### config.mk
export PLATFORM = sky130hd
export DESIGN_NAME = demux1to6_8bit
export DESIGN_NICKNAME = d
export VERILOG_FILES = /design/src/rtl/cpu_sel_defs.sv /design/src/rtl/demux_slot_8bit.sv /design/src/rtl/demux1to6_8bit.sv
export SDC_FILE = /design/constraint.sdc
export NUM_CORES = 1
export LEC_CHECK = 0
export ABC_AREA = 1
export CAP_MARGIN = 20
export CORE_UTILIZATION = 53
export CTS_CLUSTER_DIAMETER = 30
export CTS_CLUSTER_SIZE = 28
export DETAILED_ROUTE_END_ITERATION = 8
export HOLD_SLACK_MARGIN = 0.1
export PLACE_DENSITY = 0.85
export SYNTH_ARGS = -nofsm -noshare
export SYNTH_HDL_FRONTEND = slang
export SYNTH_SLANG_ARGS = --single-unit
### constraint.sdc
create_clock -name i_clock -period 3.1 [get_ports i_clock]
set_input_delay 0.62 -clock i_clock [delete_from_list [all_inputs] [get_ports i_clock]]
set_output_delay 0.62 -clock i_clock [all_outputs]
set_load 0.01 [all_outputs]
### src/rtl/cpu_sel_defs.sv
// Shared select-code definitions for the CPU source mux and destination demux.
package cpu_sel_defs;
   localparam int DATA_W = 8;
   localparam int NUM_CH = 6;

   localparam logic [2:0] SEL_CH0   = 3'b000;
   localparam logic [2:0] SEL_CH1   = 3'b001;
   localparam logic [2:0] SEL_CH2   = 3'b010;
   localparam logic [2:0] SEL_CH3   = 3'b011;
   localparam logic [2:0] SEL_CH4   = 3'b100;
   localparam logic [2:0] SEL_CH5   = 3'b101;
   localparam logic [2:0] SEL_BCAST = 3'b111;

   typedef logic [DATA_W-1:0] data_t;

   function automatic logic sel_is_channel(input logic [2:0] s);
      return (s <= SEL_CH5);
   endfunction
endpackage

### src/rtl/demux_slot_8bit.sv
// One-entry holding buffer for a single demux channel with valid/ack handshake.
module demux_slot_8bit
   import cpu_sel_defs::*;
(
   input  logic  i_clock,
   input  logic  i_reset,
   input  logic  i_load,
   input  logic  i_ack,
   input  data_t i_d,
   output data_t o_q,
   output logic  o_full,
   output logic  o_free
);
   data_t r_q;
   logic  r_full;

   // A load in the same cycle as an ack wins: the slot stays full with new data.
   always_ff @(posedge i_clock) begin
      if (i_reset) begin
         r_q    <= '0;
         r_full <= 1'b0;
      end else if (i_load) begin
         r_q    <= i_d;
         r_full <= 1'b1;
      end else if (i_ack) begin
         r_full <= 1'b0;
      end
   end

   assign o_q    = r_q;
   assign o_full = r_full;
   assign o_free = !r_full || i_ack;
endmodule

### src/rtl/demux1to6_8bit.sv
// Registered 1-to-6 demux with per-channel holding buffers, transfer counter and
// sticky illegal-select flag. Define DEMUX_BROADCAST_EN to make sel=3'b111 broadcast.
module demux1to6_8bit
   import cpu_sel_defs::*;
(
   input  logic        i_clock,
   input  logic        i_reset,
   input  logic [7:0]  i_data_in,
   input  logic [2:0]  i_sel,
   input  logic        i_in_valid,
   output logic        o_in_ready,
   output logic [7:0]  o_data0x,
   output logic [7:0]  o_data1x,
   output logic [7:0]  o_data2x,
   output logic [7:0]  o_data3x,
   output logic [7:0]  o_data4x,
   output logic [7:0]  o_data5x,
   output logic [5:0]  o_out_valid,
   input  logic [5:0]  i_out_ack,
   output logic [7:0]  o_xfer_count,
   output logic        o_sel_error
);
   logic [NUM_CH-1:0]             w_free;
   logic [NUM_CH-1:0]             w_load;
   logic [NUM_CH-1:0][DATA_W-1:0] w_q;
   logic                          w_legal;
   logic                          w_bcast;
   logic                          w_ready;
   logic                          w_fire;
   logic [7:0]                    r_xfer_count;
   logic                          r_sel_error;

   // Illegal codes are always ready so a bad producer can never stall the bus.
   always_comb begin
      w_legal = 1'b0;
      w_bcast = 1'b0;
      w_ready = 1'b1;
      if (sel_is_channel(i_sel)) begin
         w_legal = 1'b1;
         w_ready = w_free[i_sel];
      end
`ifdef DEMUX_BROADCAST_EN
      else if (i_sel == SEL_BCAST) begin
         w_bcast = 1'b1;
         w_ready = &w_free;
      end
`endif
   end

   assign w_fire = i_in_valid && w_ready;

   always_comb begin
      w_load = '0;
      if (w_fire && w_legal) w_load[i_sel] = 1'b1;
      if (w_fire && w_bcast) w_load = '1;
   end

   genvar gi;
   generate
      for (gi = 0; gi < NUM_CH; gi++) begin : g_slot
         demux_slot_8bit u_slot (
            .i_clock (i_clock),
            .i_reset (i_reset),
            .i_load  (w_load[gi]),
            .i_ack   (i_out_ack[gi]),
            .i_d     (i_data_in),
            .o_q     (w_q[gi]),
            .o_full  (o_out_valid[gi]),
            .o_free  (w_free[gi])
         );
      end
   endgenerate

   always_ff @(posedge i_clock) begin
      if (i_reset) begin
         r_xfer_count <= '0;
         r_sel_error  <= 1'b0;
      end else if (w_fire) begin
         if (w_legal || w_bcast) r_xfer_count <= r_xfer_count + 8'd1;
         else                    r_sel_error  <= 1'b1;
      end
   end

   assign o_in_ready   = w_ready;
   assign o_xfer_count = r_xfer_count;
   assign o_sel_error  = r_sel_error;
   assign o_data0x     = w_q[0];
   assign o_data1x     = w_q[1];
   assign o_data2x     = w_q[2];
   assign o_data3x     = w_q[3];
   assign o_data4x     = w_q[4];
   assign o_data5x     = w_q[5];
endmodule

==> Word level (Yosys, flattened, before mapping) <==
Cells that the tools add are included.
{ "op_classes": {"n_mux": 19, "shift": 0, "n_eq_ne": 0, "n_lt_le_gt_ge": 3, "n_bitwise": 1, "n_addsub": 1, "n_reduce_logical": 23, "multipliers": 0, "div": 0} }
{ "op_table": {"columns": ["operator", "n"], "rows": [
  ["$mux W1", 16],
  ["$reduce_bool A2 Y1", 6],
  ["$add A8 B1 Y8 const B", 1],
  ["$logic_not A1 Y1", 6],
  ["$logic_or A1 B1 Y1", 6],
  ["$mux W6", 1],
  ["$lt A3 B4 Y1 const B", 1],
  ["$reduce_and A2 Y1", 2],
  ["$bmux W1 S3", 1],
  ["$demux W1 S3", 1],
  ["$ge A3 B1 Y1 const B", 1],
  ["$le A3 B3 Y1 const B", 1],
  ["$logic_and A1 B1 Y1", 3],
  ["$not A1 Y1", 1]
]} }
{ "word_totals": {"word_cells": 61, "output_inout_bits": 64, "romBits": 0, "regBits": 63, "input_bits": 20, "mem_bits_rw": 0, "mem_count": 0, "latch_bits": 0} }

==> Logic depth before layout (Yosys ltp) <==
Gate-level depths: netlist (run 1).
{ "depth": {"word_depth": 9, "ltp_mapped": 12, "depth_no_buf": 10} }

==> Cells and area by module <==
From an unflattened synthesis (run 1), not the netlist that was laid out.
{ "unflattened": {"cells_unflattened": 340, "hier_area_um2": 2484.9} }
{ "modules_own_cells": {"columns": ["module", "n_inst", "seq_area_each_um2", "cells_per_inst", "area_per_inst_um2"], "rows": [
  ["demux_slot_8bit", 6, 180.2, 38, 304.0],
  ["demux1to6_8bit", 1, 180.2, 112, 660.6]
]} }

==> Least setup slack after synthesis (run 1) <==
Ideal clock, no wire load.
{ "synth_path": {"kind": "input -> output", "start": "input i_sel[0]", "end": "output o_in_ready", "path_stages": 8, "arrival_ps": 1445, "n_path_buf": 3, "required_ps": 2480, "setup_slack_ps": 1035, "cell_sequence": "buf_4 inv_2 nand2_1 nor2_1 nor2_1 nand2_2 buf_12 buf_8"} }
{ "synth_via": {"elab_chain_cells": 3, "word_cells_on_any_way": 4, "cone_classes": "1 x order compare; 3 x mux"} }
{ "synth_lines": {"columns": ["item", "line_no", "text"], "rows": [
  ["start: declaration", "demux1to6_8bit.sv:9", "input logic [2:0] i_sel,"],
  ["$bmux W1 S3", "demux1to6_8bit.sv:40", "w_ready = w_free[i_sel];"],
  ["$mux W1 (not written as such)", "demux1to6_8bit.sv:40", null],
  ["$mux W1 (*)", "demux1to6_8bit.sv:38", "if (sel_is_channel(i_sel)) begin"],
  ["end: declaration", "demux1to6_8bit.sv:11", "output logic o_in_ready,"]
]} }
Mark *: on every way between the ends. The rest lies on a longest branch, timed or not. The select of a mux whose other input is x is not followed.

==> Worst setup path in the final report (run 1) <==
{ "layout_path": {"start": "input i_sel[2]", "end": "output o_in_ready"} }
The elaborated chain is that of the path after synthesis.

==> impl_metrics.json, run 1 <==
{
  "end_kind": "primary output",
  "postPlaceCellArea_um2": 4174,
  "timing.fmax_ghz": 0.3362,
  "grt_use_met2_pct": 44.50,
  "clock_latency_ns": 0.34,
  "place_congestion": 0.8658,
  "drtIter0Drc": 198,
  "r2r_setup_slack_ns": 1.56,
  "numPortBuffers": 83,
  "diodes": 0,
  "firstDrtPassIters": 6,
  "grt_use_met1_pct": 31.21,
  "grt_overflow": 0,
  "cts-buffers-inserted": 9,
  "clock-sinks": 63,
  "die_y_um": 81.38,
  "crit_type": "input port to primary output",
  "cap_violations": 0,
  "drv_slew": 0,
  "period_share_pct": 95.96,
  "drive_gt1_share_pct": 9.266,
  "yosysTopAreaCell": "dfxtp_1",
  "hold_path.class": "register to register",
  "grt_pass1_vias": 2942,
  "synth_area_per_cell_um2": 6.801,
  "setup_violations": 0,
  "htreeDepth": 3,
  "wl_per_cell_um": 12.71,
  "synth.cell_area_um2": 3339,
  "cts_hold_buf": 0,
  "route.detailed.drc": 0,
  "slew_headroom_pct": 53.31,
  "cts_tree": "yes",
  "vias": 3281,
  "drt-total-wl_mm": 8.226,
  "final-hold-violation-count": 0,
  "top_usage_layer": "met2",
  "io_pins": 84,
  "mostFrequentLayoutCells": "nand2_1 (120), inv_1 (116), clkdlybuf4s50_1 (83), dfxtp_1 (63), nor2_1 (56)",
  "final_common_cell": "nand2_1",
  "hp-start": "o_sel_error$_SDFFE_PP0P_",
  "status": "finished, final reports clean",
  "grt_max_degree": 65,
  "fin_skew_ns": 0.008286,
  "p_leak_nw": 1.941,
  "num_rows": 28,
  "stdcell_area_um2": 4383,
  "synth.distinct_cells": 26,
  "rsz0062_at_grt": "no",
  "post-route-util_pct": 73.16,
  "antenna_found_initial": 0,
  "finalCriticalPeriod_ns": 2.975,
  "synth_top_area_share_pct": 37.77,
  "avgViaCountPerCell": 5.071,
  "grt.total_usage_pct": 26.38,
  "synth_nets": 512,
  "setup.worst_path.start_class": "input port",
  "worst-path-max-fanout": 6,
  "areaGrowthSynthToFinish_pct": 31.25,
  "start_util_pct": 55.74,
  "yosysSeqAreaShare_pct": 37.77,
  "dieArea_um2": 6622,
  "fin_hold_ws_ns": 0.4835,
  "setup_tns_ns": 0,
  "cts_setup_buffers": 0,
  "p_per_area_nw_per_um2": 428.0,
  "die_w_um": 81.38,
  "core_um2": 5991,
  "final_nets": 588,
  "clk_pin_slew_ns": 0.07,
  "cts_resized": 0,
  "critPathLaunch": "i_sel[2]",
  "r2r_start": "g_slot[0].u_slot.o_full$_SDFFE_PP0P_",
  "grt_pass1_wl_mm": 13.13,
  "ys_warn_count": 0,
  "grt.met3_usage_pct": 4.719,
  "ir_drop_uv": 245.0,
  "cts_buffer_depth": 2,
  "whs_path_depth": 1,
  "holdPathEnd": "o_sel_error$_SDFFE_PP0P_",
  "power.total_mw": 1.876,
  "crit_arrival_ns": 2.35,
  "synth_area_leaders": "dfxtp_1 (38%), nand2_1 (13%), inv_1 (13%)",
  "syn-instance-count": 491,
  "drtAntennaViolNets": 0,
  "dp_hpwl_mm": 5.573,
  "r2r_end": "g_slot[2].u_slot.o_q[4]$_SDFFE_PP0P_",
  "cp.required_ns": 2.48,
  "tightest_slew_ns": 0.6965,
  "cts-root-buf": "clkbuf_8",
  "ys_seq_elements": 63,
  "worstRegToRegCells": 10
}
-- routing by layer --
layer	up-vias	part of all wire [%]
met3	22	6.4
li1	1633	-
met1	1485	41
met4	0	2.9
met5	-	0
met2	141	49
-- state kept, by name, indices dropped and copies added (netlist names) --
register and cells:
g_slot.u_slot.o_full 6, g_slot.u_slot.o_q 48, o_sel_error 1, o_xfer_count 8
-- how the worst max path moves through the flow --
stage                       to  slack (ns)  depth (start not counted)
detailed placement  o_in_ready        0.13                          8
CTS                 o_in_ready        0.12                          8
finish              o_in_ready        0.13                          8
global route        o_in_ready        0.02                          8
floorplan           o_in_ready        1.03                          8
global placement    o_in_ready        0.21                          8
-- synthesized netlist by cell type --
cell type  instances
nand2_1          120
inv_1            116
dfxtp_1           63
nor2_1            56
nand4_1           49
a21oi_1           15
buf_4             10
nand3_1            9
nand3_2            7
buf_1              6
buf_6              6
nand3_4            6
nor3_2             5
clkbuf_1           3
inv_2              3
nor2_2             3
xor2_1             3
buf_2              2
nand2_2            2
buf_12             1
buf_8              1
clkinv_1           1
ha_1               1
nand3b_1           1
o21a_1             1
xnor2_1            1
-- through the flow --
stage               instances  setup slack [ns]
floorplan                 491             1.035
global placement          631            0.2122
detailed placement        631            0.1280
CTS                       647            0.1240
global route              647           0.01998
finish                    647            0.1253
-- power by group --
| part | internal, mW | switching [mW] | total, mW |
|---|---|---|---|
| Clock | 0.435 | 0.314 | 0.749 |
| Sequential | 0.830 | 0.0131 | 0.843 |
| Combinational | 0.115 | 0.169 | 0.284 |
| Total | 1.38 | 0.495 | 1.88 |
-- critical path, cell delays in order --
cell and delay [ns]:
clkdlybuf4s50_1 0.68, inv_2 0.11, nor2_2 0.12, nand3_1 0.09
nand2_1 0.07, nor2_1 0.05, nand2_2 0.08, clkdlybuf4s50_1 0.54
-- cell families (layout without fill, tap and decap cells) --
family          count (synthesis)  in the layout  share of synthesized area (%)
flops                          63             63                          37.77
compound gates                 16             16                          2.473
xor+xnor                        4              4                          1.049
simple gates                  258            258                          38.22
buf+inv                       149            230                          20.12
fa+ha+maj                       1              1                         0.3746
-- cell type report --
class / count / area (um^2)
clock buffers: 13 / 168.9
clock inverters: 3 / 40.04
fillers: 487 / 1608
inverters: 120 / 450.4
multi-input cells: 279 / 1418
flip-flops and latches: 63 / 1261
well taps: 75 / 93.84
repair buffers: 94 / 950.9
Note: power is estimated with default switching activity, not from simulation.
==> run 2, diff against run 1 <==
--- a/config.mk
+++ b/config.mk
@@ -9,3 +9,3 @@
 export CAP_MARGIN = 20
-export CORE_UTILIZATION = 53
+export CORE_UTILIZATION = 47
 export CTS_CLUSTER_DIAMETER = 30
@@ -14,3 +14,3 @@
 export HOLD_SLACK_MARGIN = 0.1
-export PLACE_DENSITY = 0.85
+export PLACE_DENSITY = 0.77
 export SYNTH_ARGS = -nofsm -noshare
--- a/constraint.sdc
+++ b/constraint.sdc
@@ -3,2 +3,2 @@
 set_output_delay 0.62 -clock i_clock [all_outputs]
-set_load 0.01 [all_outputs]
+set_load 0.1 [all_outputs]
==> impl_metrics.json, run 2 (synthesis results as in run 1) <==
{
  "status": "finished, final reports clean",
  "final-hold-violation-count": 0,
  "grt_pass1_vias": 2917,
  "areaGrowthSynthToFinish_pct": 25.78,
  "num_rows": 30,
  "largest_reg_flops": 48,
  "final_common_cell": "nand2_1",
  "cts_buffer_depth": 2,
  "whs_path_depth": 2,
  "start_util_pct": 48.88,
  "fin_skew_ns": 0.007052,
  "drv_slew": 0,
  "p_clk_share_pct": 35.7,
  "clock-sinks": 63,
  "die_y_um": 86.29,
  "power.internal_mw": 1.326,
  "mostFrequentLayoutCells": "nand2_1 (120), inv_1 (116), buf_4 (68), dfxtp_1 (63), nor2_1 (56)",
  "nFillCells": 654,
  "clk_pin_slew_ns": 0.07,
  "numPortBuffers": 83,
  "r2r_end": "g_slot[1].u_slot.o_q[6]$_SDFFE_PP0P_",
  "drive_gt1_share_pct": 19.72,
  "cpMaxStageDelayCell": "clkdlybuf4s50_1",
  "ir_drop_uv": 382.6,
  "tightest_slew_ns": 0.7487,
  "core_um2": 6832,
  "period_share_pct": 88.32,
  "cp.depth": 8,
  "r2r_start": "g_slot[3].u_slot.o_full$_SDFFE_PP0P_",
  "htreeDepth": 3,
  "clock_latency_ns": 0.34,
  "critPathLaunch": "i_sel[2]",
  "cts_tree": "yes",
  "place_ws_ns": 0.3409,
  "antenna_found_initial": 0,
  "power_frac_seq_pct": 43.0,
  "worstRegToRegCells": 10,
  "cts_setup_buffers": 0,
  "setup.worst_path.start_class": "input port",
  "cp_cell_sequence": "clkdlybuf4s50_1 -> inv_2 -> nor2_2 -> nand3_1 -> nand2_1 -> nor2_1 -> nand2_2 -> buf_12",
  "power_switching_share_pct": 32.47,
  "slew_headroom_pct": 49.81,
  "hold_path.class": "register to register",
  "r2r_setup_slack_ns": 1.50,
  "worst-path-max-fanout": 8,
  "cts_resized": 0,
  "place_congestion": 0.8901,
  "end_kind": "primary output",
  "grt.total_usage_pct": 22.64,
  "route.detailed.drc": 0,
  "die_w_um": 86.29,
  "path_delay_family": "buffers and inverters",
  "fin_hold_ws_ns": 0.4969,
  "cap_violations": 0,
  "p_leak_nw": 2.040,
  "grt_pass1_wl_mm": 13.07,
  "wl_per_cell_um": 11.98,
  "grt_overflow": 0,
  "setup_tns_ns": 0,
  "cts_hold_buf": 0,
  "avgViaCountPerCell": 4.715,
  "slowest_delay_ns": 0.74,
  "fin_ws_ns": 0.3620,
  "setup_violations": 0,
  "cts-buffers-inserted": 9,
  "crit_arrival_ns": 2.12,
  "post-route-util_pct": 61.48,
  "drtAntennaViolNets": 0,
  "cp.required_ns": 2.48,
  "comb_power_share_pct": 21.3,
  "rsz0062_at_grt": "no",
  "drt-total-wl_mm": 7.955,
  "diodes": 0,
  "drtIter0Drc": 170,
  "p_per_area_nw_per_um2": 467.4,
  "crit_type": "input port to primary output",
  "firstDrtPassIters": 4,
  "io_pins": 84,
  "finalCriticalPeriod_ns": 2.738,
  "crit_buf_inv": 3,
  "vias": 3131,
  "worstSetupEndpoint": "o_in_ready",
  "switchingPower_mw": 0.6375,
  "timing.fmax_ghz": 0.3652,
  "cts-root-buf": "clkbuf_8",
  "final_nets": 584,
  "dp_hpwl_mm": 5.534,
  "dieArea_um2": 7446,
  "grt_max_degree": 65
}
## run 2: cell count changes in the layout (fill, tap and decap cells not counted), sizes merged
cell | previous run | this run
clkinv | 3 | 4
clkbuf | 13 | 12
clkdlybuf4s50 | 83 | 19
buf | 11 | 71
## run 2: metal layers
metal	wire (um)	global-route usage [%]	vias to the layer above
met2	3830	38.38	105
met3	506	5.333	17
met5	0	0	-
met4	199	13.48	0
li1	-	-	1626
met1	3419	25.98	1383
## run 2: how the worst min path moves through the flow
| stage | start | end | slack (ns) |
|---|---|---|---|
| 2_1_floorplan | g_slot[1].u_slot.o_full$_SDFFE_PP0P_ | g_slot[1].u_slot.o_full$_SDFFE_PP0P_ | 0.47 |
| 3_3_place_gp | o_xfer_count[3]$_SDFFE_PP0P_ | o_xfer_count[3]$_SDFFE_PP0P_ | 0.48 |
| 3_5_place_dp | o_sel_error$_SDFFE_PP0P_ | o_sel_error$_SDFFE_PP0P_ | 0.49 |
| 4_1_cts | o_xfer_count[3]$_SDFFE_PP0P_ | o_xfer_count[3]$_SDFFE_PP0P_ | 0.50 |
| 5_1_grt | o_sel_error$_SDFFE_PP0P_ | o_sel_error$_SDFFE_PP0P_ | 0.51 |
| 6_report | o_xfer_count[7]$_SDFFE_PP0P_ | o_xfer_count[7]$_SDFFE_PP0P_ | 0.50 |
## run 2: layout make-up
| cell class | count | area, um^2 | share of cell area (%) |
|---|---|---|---|
| multi-input cells | 279 | 1418 | 33.75 |
| flip-flops and latches | 63 | 1261 | 30.03 |
| repair buffers | 90 | 760.7 | 18.11 |
| inverters | 120 | 450.4 | 10.72 |
| clock buffers | 12 | 145.1 | 3.455 |
| well taps | 96 | 120.1 | 2.860 |
| clock inverters | 4 | 45.04 | 1.072 |
## run 2: worst reg2reg max path, cell delays in order (launching register included)
cell	delay, ns
dfxtp_1	0.31
nand2_1	0.09
nand3_1	0.09
nand2_1	0.08
nor2_1	0.04
nand2_2	0.13
buf_12	0.30
nand3_4	0.21
nand2_1	0.11
inv_1	0.05
nor2_1	0.12
## run 2: metrics by stage
stage               instances  cell area [um^2]  power (mW)
floorplan                 491              3339       1.198
global placement          648              4010       1.274
detailed placement        648              4010       1.279
CTS                       664              4200       1.972
global route              664              4200       2.038
finish                    664              4200       1.963
## run 2: power groups by stage
stage | Sequential, mW | Combinational [mW] | Clock (mW)
floorplan | 0.994 | 0.204 | 0
global placement | 0.861 | 0.413 | 0
detailed placement | 0.861 | 0.418 | 0
CTS | 0.843 | 0.419 | 0.710
global route | 0.845 | 0.446 | 0.747
finish | 0.843 | 0.419 | 0.701
==> run 3, diff against run 2 <==
Settings changed: MAX_ROUTING_LAYER from default to met4.
==> impl_metrics.json, run 3 (synthesis results as in run 1) <==
{
  "status": "finished, final reports clean",
  "grt_max_degree": 65,
  "finalCriticalPeriod_ns": 2.738,
  "wl_per_cell_um": 11.97,
  "clock_latency_ns": 0.35,
  "p_clk_share_pct": 35.8,
  "drtAntennaViolNets": 0,
  "whs_path_depth": 2,
  "clk_pin_slew_ns": 0.07,
  "firstDrtPassIters": 4,
  "period_share_pct": 88.32,
  "post-route-util_pct": 61.48,
  "io_pins": 84,
  "p_per_area_nw_per_um2": 467.9,
  "power_frac_seq_pct": 42.9,
  "start_util_pct": 48.88,
  "place_ws_ns": 0.3409,
  "vias": 3165,
  "drive_gt1_share_pct": 19.72,
  "setup_tns_ns": 0,
  "power_switching_share_pct": 32.56,
  "cts-root-buf": "clkbuf_8",
  "final_nets": 584,
  "worstRegToRegCells": 10,
  "comb_power_share_pct": 21.3,
  "fin_skew_ns": 0.008307,
  "seqCellArea_um2": 1261,
  "numPortBuffers": 83,
  "cts-buffers-inserted": 9,
  "place_congestion": 0.9051,
  "largest_reg_flops": 48,
  "switchingPower_mw": 0.6398,
  "nFillCells": 654,
  "cts_tree": "yes",
  "mostFrequentLayoutCells": "nand2_1 (120), inv_1 (116), buf_4 (68), dfxtp_1 (63), nor2_1 (56)",
  "setup_violations": 0,
  "cts_hold_buf": 0,
  "r2r_start": "g_slot[3].u_slot.o_full$_SDFFE_PP0P_",
  "tightest_slew_ns": 0.7569,
  "clock-sinks": 63,
  "areaGrowthSynthToFinish_pct": 25.78,
  "die_y_um": 86.29,
  "ir_drop_uv": 381.2,
  "grt_overflow": 0,
  "drv_slew": 0,
  "power.internal_mw": 1.326,
  "crit_type": "input port to primary output",
  "p_leak_nw": 2.040,
  "grt_pass1_vias": 2909,
  "holdPathEnd": "o_xfer_count[7]$_SDFFE_PP0P_",
  "core_um2": 6832,
  "worst-path-max-fanout": 8,
  "num_rows": 30,
  "timing.fmax_ghz": 0.3652,
  "avgViaCountPerCell": 4.767,
  "htreeDepth": 3,
  "final_common_cell": "nand2_1",
  "dp_hpwl_mm": 5.534,
  "route.detailed.drc": 0,
  "grt.total_usage_pct": 23.32,
  "cts_setup_buffers": 0,
  "dieArea_um2": 7446,
  "final-hold-violation-count": 0,
  "cts_buffer_depth": 2,
  "cts_resized": 0,
  "r2r_end": "g_slot[2].u_slot.o_q[1]$_SDFFE_PP0P_",
  "multiInputGateArea_um2": 1418,
  "cp.required_ns": 2.48,
  "fin_ws_ns": 0.3620,
  "antenna_found_initial": 0,
  "crit_arrival_ns": 2.12,
  "cap_violations": 0,
  "end_kind": "primary output",
  "r2r_setup_slack_ns": 1.48,
  "grt_pass1_wl_mm": 13.09,
  "drtIter0Drc": 163,
  "hp-start": "o_xfer_count[7]$_SDFFE_PP0P_",
  "slew_headroom_pct": 49.27,
  "rsz0062_at_grt": "no",
  "die_w_um": 86.29,
  "setup.worst_path.start_class": "input port",
  "drt-total-wl_mm": 7.950,
  "diodes": 0,
  "fin_hold_ws_ns": 0.4969,
  "hold_path.class": "register to register"
}
## run 3: cell counts in the layout (fill, tap and decap cells not counted)
No cell type changed its count.
## run 3: power groups by stage
stage               Combinational, mW  Sequential [mW]  Clock, mW
floorplan                       0.204            0.994          0
global placement                0.413            0.861          0
detailed placement              0.418            0.861          0
CTS                             0.419            0.843      0.710
global route                    0.446            0.845      0.745
finish                          0.419            0.843      0.703
## run 3: area by class of cell
type,instances,area share (%)
multi-input combinational,279,33.75
timing repair buffer,90,18.11
clock inverter,4,1.072
inverter,120,10.72
sequential,63,30.03
tap,96,2.860
clock buffer,12,3.455
## run 3: worst max path at each step
stage	start	endpoint	slack (ns)	cells past startpoint
2_1_floorplan	i_sel[0]	o_in_ready	0.94	8
3_3_place_gp	i_sel[1]	o_in_ready	0.42	8
3_5_place_dp	i_sel[2]	g_slot[1].u_slot.o_q[5]$_SDFFE_PP0P_	0.34	12
4_1_cts	i_sel[2]	o_in_ready	0.36	8
5_1_grt	i_sel[2]	o_in_ready	0.25	8
6_report	i_sel[2]	o_in_ready	0.36	8
## run 3: stage by stage
stage / instances / area (um^2) / power, mW
floorplan: 491 / 3339 / 1.198
global placement: 648 / 4010 / 1.274
detailed placement: 648 / 4010 / 1.279
CTS: 664 / 4200 / 1.972
global route: 664 / 4200 / 2.037
finish: 664 / 4200 / 1.965
## run 3: per-layer routing
layer / GRT usage [%] / routed length (um) / up-vias
met5: - / 0 / -
met4: 13.48 / 316 / 0
met3: 4.952 / 475 / 29
met2: 38.17 / 3763 / 113
met1: 26.40 / 3394 / 1396
li1: - / - / 1627
## run 3: worst max-delay path: stages
cell and delay, ns:
clkdlybuf4s50_1 0.74, inv_2 0.11, nor2_2 0.12, nand3_1 0.09, nand2_1 0.07, nor2_1 0.05
nand2_2 0.12, buf_12 0.19
